==> src/rtl/alu_op_decoder.sv <==
`default_nettype none
// ============================================================================
//  Module   : alu_op_decoder
//  Purpose  : RV32I decode stage. Turns a raw instruction word into the ALU
//             control bundle (alu_cntrl / imm_val / shift_amount) plus the
//             register indices, buffered in a 2-entry output FIFO so fetch
//             and execute can stall independently. Illegal or unsupported
//             encodings are flagged and counted.
//  Ports    : clk, rst_n (async, active-low)
//             in_valid / in_ready / instr        - fetch side handshake
//             out_valid / out_ready              - execute side handshake
//             alu_cntrl, imm_val, shift_amount,
//             rd, rs1, rs2, illegal              - head entry of the FIFO
//             illegal_cnt                        - saturating illegal count
//  Revision : 1.0 - initial release
// ============================================================================
module alu_op_decoder #(
  parameter int CNT_W = 16
) (
  input  logic             clk,
  input  logic             rst_n,
  input  logic             in_valid,
  output logic             in_ready,
  input  logic [31:0]      instr,
  output logic             out_valid,
  input  logic             out_ready,
  output logic [5:0]       alu_cntrl,
  output logic [31:0]      imm_val,
  output logic [3:0]       shift_amount,
  output logic [4:0]       rd,
  output logic [4:0]       rs1,
  output logic [4:0]       rs2,
  output logic             illegal,
  output logic [CNT_W-1:0] illegal_cnt
);

  localparam logic [6:0] C_OPC_OP     = 7'b0110011;
  localparam logic [6:0] C_OPC_OPIMM  = 7'b0010011;
  localparam logic [6:0] C_OPC_LUI    = 7'b0110111;
  localparam logic [6:0] C_OPC_BRANCH = 7'b1100011;
  localparam logic [6:0] C_F7_BASE    = 7'b0000000;
  localparam logic [6:0] C_F7_ALT     = 7'b0100000;
  localparam logic [5:0] C_ALU_ILLEGAL = 6'b111111;
  // Entry layout: {illegal, rs2, rs1, rd, shift_amount, imm_val, alu_cntrl}
  localparam int         C_ENTRY_W    = 1 + 5 + 5 + 5 + 4 + 32 + 6;

  // --------------------------------------------------------------------------
  // Combinational decode of the incoming word
  // --------------------------------------------------------------------------
  logic [6:0]  w_opc;
  logic [2:0]  w_f3;
  logic [6:0]  w_f7;
  logic [5:0]  w_alu;
  logic [31:0] w_imm;
  logic        w_ill;
  logic [31:0] w_imm_i;
  logic [31:0] w_imm_sh;
  logic [31:0] w_imm_b;

  assign w_opc    = instr[6:0];
  assign w_f3     = instr[14:12];
  assign w_f7     = instr[31:25];
  assign w_imm_i  = {{20{instr[31]}}, instr[31:20]};
  assign w_imm_sh = {27'b0, instr[24:20]};
  assign w_imm_b  = {{19{instr[31]}}, instr[31], instr[7], instr[30:25], instr[11:8], 1'b0};

  always_comb begin
    w_alu = C_ALU_ILLEGAL;
    w_imm = 32'd0;
    w_ill = 1'b1;
    case (w_opc)
      C_OPC_OP: begin
        // Only the two funct7 values RV32I defines are accepted; funct7
        // selects the alternate op only for f3=000 and f3=101.
        if (w_f7 == C_F7_BASE || w_f7 == C_F7_ALT) begin
          w_ill = 1'b0;
          case (w_f3)
            3'b000:  w_alu = (w_f7 == C_F7_ALT) ? 6'b000001 : 6'b000000;
            3'b001:  w_alu = 6'b000010;
            3'b010:  w_alu = 6'b000011;
            3'b011:  w_alu = 6'b000100;
            3'b100:  w_alu = 6'b000101;
            3'b101:  w_alu = (w_f7 == C_F7_ALT) ? 6'b000111 : 6'b000110;
            3'b110:  w_alu = 6'b001000;
            default: w_alu = 6'b001001;
          endcase
        end
      end
      C_OPC_OPIMM: begin
        w_ill = 1'b0;
        w_imm = w_imm_i;
        case (w_f3)
          3'b000: w_alu = 6'b001010;
          3'b001: begin
            w_imm = w_imm_sh;
            if (w_f7 == C_F7_BASE) w_alu = 6'b001011;
            else                   w_ill = 1'b1;
          end
          3'b010: w_alu = 6'b001100;
          3'b011: w_alu = 6'b001101;
          3'b100: w_alu = 6'b001110;
          3'b101: begin
            w_imm = w_imm_sh;
            if (w_f7 == C_F7_BASE)     w_alu = 6'b001111;
            else if (w_f7 == C_F7_ALT) w_alu = 6'b000111; // SRAI shares SRA's code
            else                       w_ill = 1'b1;
          end
          3'b110:  w_alu = 6'b010000;
          default: w_alu = 6'b010001;
        endcase
      end
      C_OPC_LUI: begin
        // Raw upper-immediate; the ALU applies the shift by 12.
        w_ill = 1'b0;
        w_alu = 6'b010010;
        w_imm = {12'b0, instr[31:12]};
      end
      C_OPC_BRANCH: begin
        w_ill = 1'b0;
        w_imm = w_imm_b;
        case (w_f3)
          3'b000:  w_alu = 6'b011010;
          3'b001:  w_alu = 6'b011011;
          3'b100:  w_alu = 6'b011100;
          3'b101:  w_alu = 6'b011101;
          default: w_ill = 1'b1; // includes unsupported BLTU/BGEU
        endcase
      end
      default: w_ill = 1'b1;
    endcase
    // Illegal entries always carry a clean payload.
    if (w_ill) begin
      w_alu = C_ALU_ILLEGAL;
      w_imm = 32'd0;
    end
  end

  logic [C_ENTRY_W-1:0] w_entry;
  assign w_entry = {w_ill, instr[24:20], instr[19:15], instr[11:7], instr[23:20], w_imm, w_alu};

  // --------------------------------------------------------------------------
  // 2-entry FIFO
  // --------------------------------------------------------------------------
  logic [C_ENTRY_W-1:0] r_mem [2];
  logic                 r_head;
  logic                 r_tail;
  logic [1:0]           r_count;
  logic [CNT_W-1:0]     r_ill_cnt;
  logic                 w_push;
  logic                 w_pop;
  logic [C_ENTRY_W-1:0] w_head;

  // Ready depends on occupancy only, so there is no out_ready -> in_ready path.
  assign in_ready  = (r_count != 2'd2);
  assign out_valid = (r_count != 2'd0);
  assign w_push    = in_valid && in_ready;
  assign w_pop     = out_valid && out_ready;

  always_ff @(posedge clk or negedge rst_n) begin
    if (!rst_n) begin
      for (int i = 0; i < 2; i++) r_mem[i] <= '0;
      r_head    <= 1'b0;
      r_tail    <= 1'b0;
      r_count   <= 2'd0;
      r_ill_cnt <= '0;
    end else begin
      if (w_push) begin
        r_mem[r_tail] <= w_entry;
        r_tail        <= ~r_tail;
      end
      if (w_pop) r_head <= ~r_head;
      case ({w_push, w_pop})
        2'b10:   r_count <= r_count + 2'd1;
        2'b01:   r_count <= r_count - 2'd1;
        default: r_count <= r_count;
      endcase
      if (w_push && w_ill && (r_ill_cnt != {CNT_W{1'b1}}))
        r_ill_cnt <= r_ill_cnt + {{(CNT_W-1){1'b0}}, 1'b1};
    end
  end

  // Data outputs read as zero whenever the queue is empty.
  assign w_head       = out_valid ? r_mem[r_head] : '0;
  assign alu_cntrl    = w_head[5:0];
  assign imm_val      = w_head[37:6];
  assign shift_amount = w_head[41:38];
  assign rd           = w_head[46:42];
  assign rs1          = w_head[51:47];
  assign rs2          = w_head[56:52];
  assign illegal      = w_head[57];
  assign illegal_cnt  = r_ill_cnt;

endmodule
`default_nettype wire

==> config.mk <==
export PLATFORM = sky130hd
export DESIGN_NAME = alu_op_decoder
export DESIGN_NICKNAME = d
export VERILOG_FILES = /design/src/rtl/alu_op_decoder.sv
export SDC_FILE = /design/constraint.sdc
export NUM_CORES = 1
export LEC_CHECK = 0
export BUFFER_PORTS_ARGS = -buffer_cell sky130_fd_sc_hd__buf_4
export CORE_MARGIN = 2
export CORE_UTILIZATION = 25
export DETAILED_ROUTE_END_ITERATION = 12
export GPL_ROUTABILITY_DRIVEN = 0
export HOLD_SLACK_MARGIN = 0.03
export PLACE_DENSITY = 0.44
export SLEW_MARGIN = 20
export SYNTH_ARGS = -nofsm -noshare
export SYNTH_HDL_FRONTEND = slang
export SYNTH_SLANG_ARGS = --single-unit
==> constraint.sdc <==
create_clock -name clk -period 5.35 [get_ports clk]
set_input_delay 0.535 -clock clk [delete_from_list [all_inputs] [get_ports clk]]
set_output_delay 0.535 -clock clk [all_outputs]
set_load 0.01 [all_outputs]
==> flow_summary.json, run 1 <==
{
  "synth_cells": 602,
  "async_flop_share": 1.00,
  "routed-wl-met2_um": 7860,
  "antenna_left": 0,
  "io_buffers": 111,
  "maxCapViolations": 0,
  "place_area_mm2": 0.00640,
  "hold_buffers": 0,
  "detailed_place_hpwl_um": 11400,
  "hold_violations": 0,
  "end_kind": "primary output",
  "numCtsBuffers": 9,
  "rsz0062_at_grt": "false",
  "nNetsFinal": 718,
  "grt_overflow": 0,
  "postCtsResizedCells": 0,
  "cts_tree": "done",
  "grt_pass1_wl_um": 24800,
  "first_pass_iters": 7,
  "grt_pass1_vias": 4465,
  "routed-wl-met3_um": 997,
  "n_fill_cell": 2221,
  "final_cells": 960,
  "p_sw_w": 0.00110,
  "root_buffer": "clkbuf_16",
  "drtIter0Drc": 246,
  "worst_path_dominant_cell_family": "flip-flops",
  "cts.sinks": 106,
  "wire_per_inst_um": 16.6,
  "fp.dieH_um": 151,
  "p_sw_frac": 0.370,
  "period_share": 0.576,
  "drt-total-wl_um": 15900,
  "cts_buffer_depth": 2,
  "n_antenna_cell": 0,
  "yosysSeqAreaShare": 0.489,
  "dieArea_mm2": 0.0229,
  "grt_max_degree": 66,
  "rrSetupSlack_ps": 2810,
  "area_growth_pct": 23.9,
  "core-area_mm2": 0.0212,
  "synth.distinct_cells": 44,
  "synth_warnings": 0,
  "synth-seq-cells": 106,
  "worstSetupPathType": "reg2out",
  "worstMarginPinSlew_ps": 975,
  "combinationalPowerShare": 0.374,
  "fin_setup_tns_ps": 0,
  "drv_slew": 0,
  "antenna_found_initial": 0,
  "clock-skew-final_ps": 4.89,
  "clock_latency_ps": 350,
  "p_int_w": 0.00187,
  "die_x_um": 151,
  "p_total_w": 0.00296,
  "post_cts_buffers": 0,
  "synth_flop_cell": "dfrtp_1",
  "synth.area.top_cells": "dfrtp_1 49%, nand2_1 11%, mux2i_1 7.9%",
  "final_cell_area_mm2": 0.00672,
  "crit_buf_inv": 2,
  "status": "finished, final reports clean",
  "crit_top_cell": "buf_4",
  "syn_area_mm2": 0.00543,
  "final.min_clock_period_ps": 3080,
  "hold_ws_ps": 288,
  "power_frac_seq": 0.379,
  "slew_headroom": 0.345,
  "setup_viol": 0,
  "cp.arrival_ps": 2550,
  "clk_pin_slew_ps": 70,
  "grt_util_all_layers": 0.142,
  "dp_cells": 944,
  "row_count": 53,
  "start_util": 0.257,
  "post-route-drc-count": 0,
  "synth.top_cell.area_share": 0.489,
  "fmax_mhz": 325,
  "cp_cell_sequence": "buf_4 > mux2i_1 > nor2_1 > buf_4",
  "syn_nets": 640,
  "critPathMaxStageDelay_ps": 770,
  "wl_met1_um": 6790,
  "vias": 4453,
  "routed_via_density": 4.64,
  "htree_levels": 3,
  "slowest_stage": "dfrtp_2",
  "path_max_fanout": 25,
  "final_common_cell": "nand2_1",
  "synth_edf_count": 0,
  "syn_avg_cell_area_um2": 9.02,
  "worstPathRequired_ps": 4820,
  "io_pins": 112,
  "power_density_mw_per_mm2": 441,
  "p_leak_nw": 3.22,
  "p_clk_frac": 0.246,
  "drive_gt1_frac": 0.222,
  "min_path_type": "in2async",
  "yosys.area.top_type": "dfrtp_1",
  "mostFrequentLayoutCells": "153 x nand2_1, 118 x buf_4, 105 x dfrtp_1",
  "highest-signal-layer": "met4",
  "peakVddDrop_mv": 0.269,
  "worstSetupStartpointType": "register"
}
metal layers:
metal,global-route usage,vias to the layer above
met4,0.0425,0
met2,0.238,114
li1,-,2156
met3,0.0377,12
met1,0.180,2171
met5,0,-
worst paths after layout:
path                             from             end  cells after the start
min reg2reg                 r_mem[44]       r_mem[44]                      2
min                             rst_n  illegal_cnt[9]                      1
max reg2reg                r_count[0]       r_mem[78]                      7
min in group clk            instr[10]       r_mem[45]                      3
max                            r_head     imm_val[25]                      4
max in group asynchronous       rst_n          r_head                      2
per-stage QoR:
stage,setup slack [ps],util
finish,2270,0.318
global route,1970,0.318
CTS,2170,0.318
detailed placement,2180,0.302
global placement,2280,0.302
floorplan,2850,-
cell type report:
class	instances	area [um2]	share of cell area
clock inverters	7	101	0.0151
flip-flops and latches	106	2650	0.395
repair buffers	118	886	0.132
clock buffers	9	225	0.0335
well taps	275	344	0.0512
inverters	6	22.5	0.00335
multi-input cells	439	2490	0.370
registers in the layout (all words and copies together) (netlist names):
name,count
r_mem,86
r_count,2
illegal_cnt,16
r_tail,1
r_head,1
synthesized netlist by cell type (all sizes together) (2+ instances only):
cell type	count
nor3	4
inv	6
xnor2	10
a21oi	21
mux2	11
nand3b	2
ha	2
clkbuf	30
xor2	7
nand2	154
o22ai	2
a22oi	7
a211oi	4
o21ai	47
nand4	8
a211o	2
nor2b	3
nand3	8
dfrtp	106
and2	6
buf	21
mux2i	43
and3	6
nor4	5
nor2	61
o211ai	3
nand2b	10
a222oi	4
power groups by stage:
stage	clock, W	sequential (W)	combinational [W]
floorplan	0	0.00108	0.000712
global placement	0	0.00113	0.00112
detailed placement	0	0.00114	0.00114
CTS	0.000745	0.00113	0.00115
global route	0.000776	0.00115	0.00123
finish	0.000729	0.00112	0.00111
cells by family (layout without fill, tap and decap cells):
logic type	count (synthesis)	in the layout	synth area share
AND/OR/NAND/NOR	273	273	0.218
multiplexers	54	54	0.102
AO/OA/AOI/OAI	93	93	0.104
flip-flops	106	106	0.489
XOR/XNOR	17	17	0.0274
buffers and inverters	57	140	0.0546
adder cells (fa/ha/maj)	2	2	0.00461
Note: power is estimated with default switching activity, not from simulation.
==> run 2: changes to the inputs <==
Clock period 5.35 ns to 2.9 ns, I/O delays scaled along.
==> run 2 against run 1 <==
Final cell count increased by 1.4%; count of clock-buffer cells in the layout grew 3; critical path depth stayed put; worst setup slack got worse by 1700 ps; first-iteration DRC count down 8.5%; wire length up 4.2%; largest power group is now combinational logic; sequential power is 79% higher; utilization is 0.33 points higher; sequential share of layout area fell by 0.40 points; global-route usage up 0.57 points.
==> flow_summary.json, run 2 (same netlist as run 1, synthesis figures left out) <==
{
  "nNetsFinal": 731,
  "p_sw_frac": 0.374,
  "hold_violations": 0,
  "end_kind": "primary output",
  "p_sw_w": 0.00203,
  "largest_reg_flops": 86,
  "fp.dieH_um": 151,
  "grt_overflow": 0,
  "highest-signal-layer": "met4",
  "grt_pass1_vias": 4589,
  "maxCapViolations": 0,
  "clock_latency_ps": 350,
  "grt_pass1_wl_um": 25600,
  "worstSetupStartpointType": "register",
  "numCtsBuffers": 9,
  "root_buffer": "clkbuf_16",
  "min_path_type": "in2reg",
  "period_share": 0.806,
  "routed-wl-met2_um": 7860,
  "combinationalPowerShare": 0.402,
  "routed_via_density": 4.66,
  "mostFrequentLayoutCells": "154 x nand2_1, 130 x buf_4, 105 x dfrtp_1",
  "p_clk_frac": 0.229,
  "cts.sinks": 106,
  "routed-wl-met3_um": 869,
  "clk_pin_slew_ps": 70,
  "fin_setup_tns_ps": 0,
  "cts_tree": "done",
  "setup_viol": 0,
  "drive_gt1_frac": 0.231,
  "dp_cells": 956,
  "power_frac_seq": 0.369,
  "post-route-drc-count": 0,
  "p_leak_nw": 3.27,
  "postCtsResizedCells": 0,
  "antenna_left": 0,
  "start_util": 0.257,
  "drv_slew": 0,
  "cp.arrival_ps": 2050,
  "wl_met1_um": 7630,
  "worstMarginPinSlew_ps": 763,
  "cts_buffer_depth": 2,
  "vias": 4537,
  "p_int_w": 0.00340,
  "final_common_cell": "nand2_1",
  "io_pins": 112,
  "worstSetupPathType": "reg2out",
  "wire_per_inst_um": 17.0,
  "fmax_mhz": 428,
  "grt_max_degree": 44,
  "first_pass_iters": 5,
  "io_buffers": 111,
  "drtIter0Drc": 225,
  "die_x_um": 151,
  "slew_headroom": 0.490,
  "grt_util_all_layers": 0.148,
  "power_density_mw_per_mm2": 800,
  "final.min_clock_period_ps": 2340,
  "drt-total-wl_um": 16600,
  "htree_levels": 3,
  "worstPathRequired_ps": 2610,
  "peakVddDrop_mv": 0.346,
  "status": "finished, final reports clean",
  "core-area_mm2": 0.0212,
  "row_count": 53,
  "utilization": 0.321,
  "final_cells": 973,
  "n_antenna_cell": 0,
  "dieArea_mm2": 0.0229,
  "detailed_place_hpwl_um": 11900,
  "n_fill_cell": 2210,
  "rsz0062_at_grt": "false",
  "clock-skew-final_ps": 7.09,
  "path_max_fanout": 24,
  "area_growth_pct": 25.1,
  "antenna_found_initial": 0,
  "largest_register": "r_mem"
}
[run 2: layout make-up]
cell class                 instances  area, um2  share of cell area
tap                              275        344              0.0507
timing repair buffer             131        986               0.145
inverter                           6       22.5             0.00332
clock inverter                     4       51.3             0.00755
multi-input combinational        439       2490               0.366
clock buffer                      12        246              0.0363
sequential                       106       2650               0.391
[run 2: final timing paths]
| check | cells past startpoint | end | from | slack, ps |
|---|---|---|---|---|
| setup / recovery | 4 | rs1[1] | r_count[1] | 560 |
| hold / removal | 3 | r_mem[103] | instr[10] | 150 |
| setup reg to reg | 6 | illegal_cnt[1] | illegal_cnt[0] | 720 |
| hold reg to reg | 2 | r_mem[49] | r_mem[49] | 470 |
| max in group asynchronous | 3 | r_mem[71] | rst_n | 1630 |
| min in group asynchronous | 2 | illegal_cnt[9] | rst_n | 480 |
[run 2: per-layer routing]
metal,track usage,up-vias
met5,0,-
met4,0.0472,0
met3,0.0316,16
met2,0.242,126
met1,0.196,2210
li1,-,2185
[run 2: repair_timing]
item / 4_1_cts / 5_1_grt
endpoints found under the setup margin: 0 / 0
hold buffers: 1 / 0
endpoints found under the hold margin: 40 / 0
buffers inserted: 0 / 0
[run 2: metrics by stage]
stage | total power (W) | worst slack [ps] | area, um2 | hold WS (ps)
after floorplan | 0.00330 | 648 | 5430 | -5.59
after global placement | 0.00423 | 442 | 6480 | 328
after detailed placement | 0.00426 | 448 | 6480 | 334
after global routing | 0.00580 | 396 | 6790 | 152
final | 0.00543 | 563 | 6790 | 155
after CTS | 0.00555 | 491 | 6790 | 139
[run 2: power by group through the flow]
| stage | Sequential [W] | Combinational (W) | Clock (W) |
|---|---|---|---|
| final | 0.00201 | 0.00218 | 0.00125 |
| after global routing | 0.00205 | 0.00240 | 0.00136 |
| after CTS | 0.00201 | 0.00224 | 0.00130 |
| after detailed placement | 0.00203 | 0.00223 | 0 |
| after global placement | 0.00202 | 0.00222 | 0 |
| after floorplan | 0.00199 | 0.00131 | 0 |
[run 2: critical path, stage by stage (launching register included)]
cell	delay [ps]
dfrtp_1	430
nor2_4	580
buf_4	400
nor2_1	120
buf_4	160
